--- src/rtl/serial_parity_gen_if.sv ---
// Serial parity generator bus interface.
// Groups the frame-request, serial-data and result signals of one
// serial_parity_gen instance.
//   start     : frame-start request (master -> slave)
//   din       : serial data bit (master -> slave)
//   din_valid : qualifies din (master -> slave)
//   parity    : parity of the last completed frame (slave -> master)
//   done      : one-cycle completion pulse (slave -> master)
//   busy      : high while bits are being accumulated (slave -> master)
//   bit_cnt   : bits accepted in the current/last frame (slave -> master)
// NBITS must match the NBITS of the attached serial_parity_gen.
interface serial_parity_gen_if #(
    parameter int NBITS = 8
);
    localparam int CW = $clog2(NBITS + 1);

    logic          start;
    logic          din;
    logic          din_valid;
    logic          parity;
    logic          done;
    logic          busy;
    logic [CW-1:0] bit_cnt;

    modport master (
        output start, din, din_valid,
        input  parity, done, busy, bit_cnt
    );

    modport slave (
        input  start, din, din_valid,
        output parity, done, busy, bit_cnt
    );
endinterface

--- src/rtl/serial_parity_gen.sv ---
// Serial parity generator.
// Accumulates NBITS qualified serial bits after a start request and
// reports their even (ODD=0) or odd (ODD=1) parity with a one-cycle done
// pulse. parity and bit_cnt hold until the next frame changes them.
// Ports:
//   clk : clock, all state changes on the rising edge
//   rst : synchronous active-high reset
//   bus : serial_parity_gen_if slave modport (start, din, din_valid in;
//         parity, done, busy, bit_cnt out)
module serial_parity_gen #(
    parameter int NBITS = 8,
    parameter bit ODD   = 1'b0
) (
    input  logic                clk,
    input  logic                rst,
    serial_parity_gen_if.slave  bus
);
    localparam int            CW    = $clog2(NBITS + 1);
    localparam logic [CW-1:0] LAST  = CW'(NBITS - 1);
    localparam logic [CW-1:0] FULL  = CW'(NBITS);
    localparam logic [CW-1:0] ONE   = CW'(1);

    typedef enum logic [1:0] {
        IDLE  = 2'd0,
        ACCUM = 2'd1,
        DONE  = 2'd2
    } state_t;

    // Running parity: fold one more bit into the accumulated value.
    function automatic logic parity_step(input logic acc, input logic bit_in);
        return acc ^ bit_in;
    endfunction

    state_t        state_r;
    state_t        state_s;
    logic          acc_r;
    logic          acc_s;
    logic [CW-1:0] cnt_r;
    logic [CW-1:0] cnt_s;
    logic          parity_r;
    logic          parity_s;
    logic          done_r;
    logic          busy_r;

    // Next-state, accumulator, counter and result computation.
    always_comb begin
        state_s  = state_r;
        acc_s    = acc_r;
        cnt_s    = cnt_r;
        parity_s = parity_r;
        case (state_r)
            IDLE: begin
                // din/din_valid are deliberately ignored here, even
                // in the cycle start is sampled.
                if (bus.start) begin
                    state_s = ACCUM;
                    acc_s   = ODD;
                    cnt_s   = '0;
                end else begin
                    state_s = IDLE;
                end
            end
            ACCUM: begin
                if (bus.din_valid) begin
                    if (cnt_r == LAST) begin
                        // Last bit goes straight into the result so it is
                        // visible together with done.
                        parity_s = parity_step(acc_r, bus.din);
                        acc_s    = parity_step(acc_r, bus.din);
                        cnt_s    = FULL;
                        state_s  = DONE;
                    end else begin
                        acc_s = parity_step(acc_r, bus.din);
                        cnt_s = cnt_r + ONE;
                    end
                end else begin
                    state_s = ACCUM;
                end
            end
            DONE: begin
                state_s = IDLE;
            end
            default: begin
                state_s = IDLE;
            end
        endcase
    end

    // State and output registers; done/busy are decoded from the next
    // state so they are registered yet aligned with the state they mark.
    always_ff @(posedge clk) begin
        if (rst) begin
            state_r  <= IDLE;
            acc_r    <= 1'b0;
            cnt_r    <= '0;
            parity_r <= 1'b0;
            done_r   <= 1'b0;
            busy_r   <= 1'b0;
        end else begin
            state_r  <= state_s;
            acc_r    <= acc_s;
            cnt_r    <= cnt_s;
            parity_r <= parity_s;
            done_r   <= (state_s == DONE);
            busy_r   <= (state_s == ACCUM);
        end
    end

    assign bus.parity  = parity_r;
    assign bus.done    = done_r;
    assign bus.busy    = busy_r;
    assign bus.bit_cnt = cnt_r;
endmodule

--- src/flat_wrapper.sv ---
// flat-port wrapper written by rule: the top's interface ports become plain ports
module serial_parity_gen_flat 
#(
    parameter int NBITS = 8,
    parameter bit ODD   = 1'b0
)
  (clk, rst, bus_start, bus_din, bus_din_valid, bus_parity, bus_done, bus_busy, bus_bit_cnt);
  serial_parity_gen_if #(.NBITS(NBITS)) bus_i ();
  input  logic clk;
  input  logic rst;
  input wire logic [$bits(bus_i.start)-1:0] bus_start;
  input wire logic [$bits(bus_i.din)-1:0] bus_din;
  input wire logic [$bits(bus_i.din_valid)-1:0] bus_din_valid;
  output wire logic [$bits(bus_i.parity)-1:0] bus_parity;
  output wire logic [$bits(bus_i.done)-1:0] bus_done;
  output wire logic [$bits(bus_i.busy)-1:0] bus_busy;
  output wire logic [$bits(bus_i.bit_cnt)-1:0] bus_bit_cnt;
  assign bus_i.start = bus_start;
  assign bus_i.din = bus_din;
  assign bus_i.din_valid = bus_din_valid;
  assign bus_parity = bus_i.parity;
  assign bus_done = bus_i.done;
  assign bus_busy = bus_i.busy;
  assign bus_bit_cnt = bus_i.bit_cnt;
  serial_parity_gen #(.NBITS(NBITS), .ODD(ODD)) u_core (.clk(clk), .rst(rst), .bus(bus_i));
endmodule
--- config.mk ---
export PLATFORM = sky130hd
export DESIGN_NAME = serial_parity_gen_flat
export DESIGN_NICKNAME = d
export VERILOG_FILES = /design/src/rtl/serial_parity_gen_if.sv /design/src/rtl/serial_parity_gen.sv /design/src/flat_wrapper.sv
export SDC_FILE = /design/constraint.sdc
export NUM_CORES = 1
export LEC_CHECK = 0
export CORE_AREA = 5 5 42 44
export CTS_BUF_LIST = sky130_fd_sc_hd__clkbuf_8 sky130_fd_sc_hd__clkbuf_16
export DETAILED_ROUTE_END_ITERATION = 6
export DIE_AREA = 0 0 47 49
export GPL_TIMING_DRIVEN = 0
export PLACE_DENSITY_LB_ADDON = 0.08
export SETUP_SLACK_MARGIN = 0.2
export SYNTH_ARGS = -nofsm -noshare
export SYNTH_HDL_FRONTEND = slang
export SYNTH_SLANG_ARGS = --single-unit
--- constraint.sdc ---
create_clock -name clk -period 1.5 [get_ports clk]
set_input_delay 0.15 -clock clk [delete_from_list [all_inputs] [get_ports clk]]
set_output_delay 0.15 -clock clk [all_outputs]
set_load 0.03 [all_outputs]
==> reports/metrics.yaml <==
drt:
  wire_per_inst_um: 12.6
  drc: 0
  postRouteAntennaNets: 0
  vias: 428
  via_per_inst: 5.04
  first_iter_violations: 5
  firstDrtPassIters: 4
  wirelength_um: 1070
setup_path:
  critical_path.top_delay_family: "simple AND/OR/NAND/NOR gates"
  critPathKind: "flip-flop to flip-flop"
  reg2reg_setup_slack_ns: 0.28
  regToRegEndpoint: "u_core.bus.parity"
  r2r_cells: 4
  critPathBufInv: 0
  cp-end-kind: "flip-flop"
  worst_ep_required_time_ns: 1.67
  worst-path-stages: 4
  crit_end: "u_core.bus.parity"
  crit_arrival_ns: 1.39
  cp_max_fo: 5
  crit_path_top_delay_cell: "dfxtp_4"
  crit_start: "u_core.bus.bit_cnt[1]"
  timing.rr.start: "u_core.bus.bit_cnt[1]"
  startpoint_type: "flip-flop"
  cp_slowest_stage_delay_ns: 0.37
  path_cells: "ha_4 -> nand3b_1 -> nor3_2 -> mux2i_1"
yosys:
  avgSynthCellArea_sq_um: 9.17
  seq_area_frac_synth: 0.420
  synth.area.top_cells: "dfxtp_1 (42%), buf_6 (7.1%), nand2_1 (6.3%)"
  synth_top_area_frac: 0.420
  syn-num-nets: 58
  synthCells: 52
  yosys_warnings: 0
  synthDistinctLibCells: 22
  synth.cell_area_sq_um: 477
  synth_top_cell_by_area: "dfxtp_1"
  synth-seq-cells: 10
place:
  dp_hpwl_um: 729
  io_buffers: 10
  postPlaceCellArea_sq_um: 599
  gp_congestion: 0.685
  pre_cts_ws_ns: 0.169
die:
  ioPinCount: 12
  die_y_um: 49
  fp.coreArea_sq_um: 1400
  start_util: 0.340
  num_rows: 14
  die_w_um: 47
  die_area_sq_um: 2300
timing:
  timing.final.crit_share: 0.814
  slew-limit-headroom: 0.809
  fin_skew_ns: 0.00254
  hold_viol: 0
  max_freq_mhz: 820
  period_needed_ns: 1.22
  maxSlewViolCount: 0
  setup_ws_ns: 0.280
  finalSetupTns_ns: 0
  worstMarginPinSlew_ns: 0.279
  setup_violations: 0
  rsz0062_at_grt: "no"
global_routing:
  met3_usage: 0.0369
  grt_pass1_vias: 376
  grt_antenna_before_repair: 0
  overflow: 0
  grt_pass1_wl_um: 1810
  globalRouteMet2Util: 0.131
  grt_use_met1: 0.158
  grt_busiest_layer: "met1"
  grt_usage: 0.105
  grt_max_degree: 11
power_and_ir_drop:
  power_density_nw_per_um2: 991
  peakVddDrop_uv: 462
  p_leak_nw: 0.283
final_layout:
  design_area_sq_um: 691
  final_net_count: 76
  n_antenna_cell: 0
  nFillCells: 153
  synthToLayoutAreaGrowth_pct: 44.9
  layout-drive-gt1-share: 0.232
  final_core_util: 0.493
clock_tree:
  tritoncts: "yes"
  cts.clk_slew.worst_paths_ns: 0.05
  cts_root_buffer: "clkbuf_8"
  clk_latency_ns: 0.24
  htree_num_levels: 1
  cts_sinks: 10
  clockBufferDepth: 2
  numCtsBuffers: 3
status:
  status: "completed"
flow_run:
  maxCapViolCount: 0
hold_path:
  hp-class: "input pin to flip-flop"
[registers in the layout, indices dropped and copies added, names as in the netlist]
signal              cells
u_core.bus.bit_cnt      4
u_core.bus.done         1
u_core.acc_r            1
u_core.bus.busy         1
u_core.bus.parity       1
u_core.state_r          2
[synth_stat cells]
cell,count
ha_1,1
inv_1,3
o21ai_1,4
o31ai_2,1
nor3_1,3
o311a_1,1
nor3b_1,1
nor2b_1,2
nand2_1,8
nand4b_1,1
nor2_1,2
nand3b_1,1
nor4_1,2
buf_6,3
o311ai_1,2
nand3_1,1
dfxtp_1,10
a21oi_1,1
xor2_1,1
and4bb_2,1
mux2i_1,2
o22ai_1,1
[timing repair]
| action | in CTS | in global routing |
|---|---|---|
| gates resized for setup | 7 | 5 |
| setup endpoints to repair | 7 | 1 |
| hold endpoints to repair | 0 | 0 |
| hold buffers | 0 | 0 |
| setup buffers | 0 | 3 |
| pin swaps | 0 | 2 |
[per-layer routing]
layer	vias up	wire length, um
li1	222	-
met1	191	532
met2	10	431
met3	5	77
met4	0	27
met5	-	0
[stage by stage]
| stage | instances | total power, mW | hold slack, ns |
|---|---|---|---|
| finish | 85 | 0.684 | 0.118 |
| global route | 85 | 0.710 | 0.116 |
| CTS | 82 | 0.687 | 0.115 |
| detailed placement | 78 | 0.349 | 0.365 |
| global placement | 78 | 0.349 | 0.367 |
| floorplan | 52 | 0.325 | 0.283 |
[cells in the final DEF (no fill, tap or decap)]
cell type        n
nor3_1           2
and4bb_2         1
nor3b_1          1
nand2_1          8
o21ai_1          4
o31ai_2          1
buf_6            3
nand4b_1         1
nor4_1           2
nor2b_1          2
xor2_1           1
clkbuf_8         4
clkdlybuf4s50_1  3
nand3_1          1
inv_1            3
o311ai_1         2
nand3b_1         1
ha_4             1
nor2_1           2
dfxtp_1          8
a21oi_1          1
o22ai_1          1
dfxtp_4          2
buf_4            3
dlygate4sd2_1    7
mux2i_1          2
o311a_1          1
nor3_2           1
[area by class of cell]
| cell class | count | area, sq um | area share |
|---|---|---|---|
| Clock buffer | 4 | 55.1 | 0.0797 |
| Buffer | 3 | 33.8 | 0.0489 |
| Inverter | 3 | 11.3 | 0.0163 |
| Tap cell | 16 | 20.0 | 0.0290 |
| Timing Repair Buffer | 13 | 114 | 0.165 |
| Multi-Input combinational cell | 36 | 249 | 0.361 |
| Sequential cell | 10 | 208 | 0.301 |
[power breakdown]
part | switching [mW] | internal (mW) | leakage, nW
Combinational | 0.0370 | 0.0309 | 0.171
Sequential | 0.00435 | 0.271 | 0.0829
Clock | 0.110 | 0.231 | 0.0288
Total | 0.152 | 0.533 | 0.283
[worst min path at each step]
| stage | startpoint | endpoint | cells past startpoint |
|---|---|---|---|
| finish | rst | u_core.state_r[1] | 2 |
| global route | rst | u_core.state_r[1] | 2 |
| CTS | rst | u_core.state_r[0] | 2 |
| detailed placement | rst | u_core.state_r[0] | 2 |
| global placement | rst | u_core.state_r[0] | 2 |
| floorplan | bus_din | u_core.acc_r | 2 |
[cell families (layout without fill, tap and decap cells)]
group	after synthesis	after routing	share of synthesized area
multiplexers	2	2	0.0420
buffers and inverters	6	23	0.0945
flip-flops	10	10	0.420
AND/OR/NAND/NOR	22	22	0.249
adder cells (fa/ha/maj)	1	1	0.0262
XOR/XNOR	1	1	0.0184
AO/OA/AOI/OAI	10	10	0.150
Power figures use the tool's default switching activity.
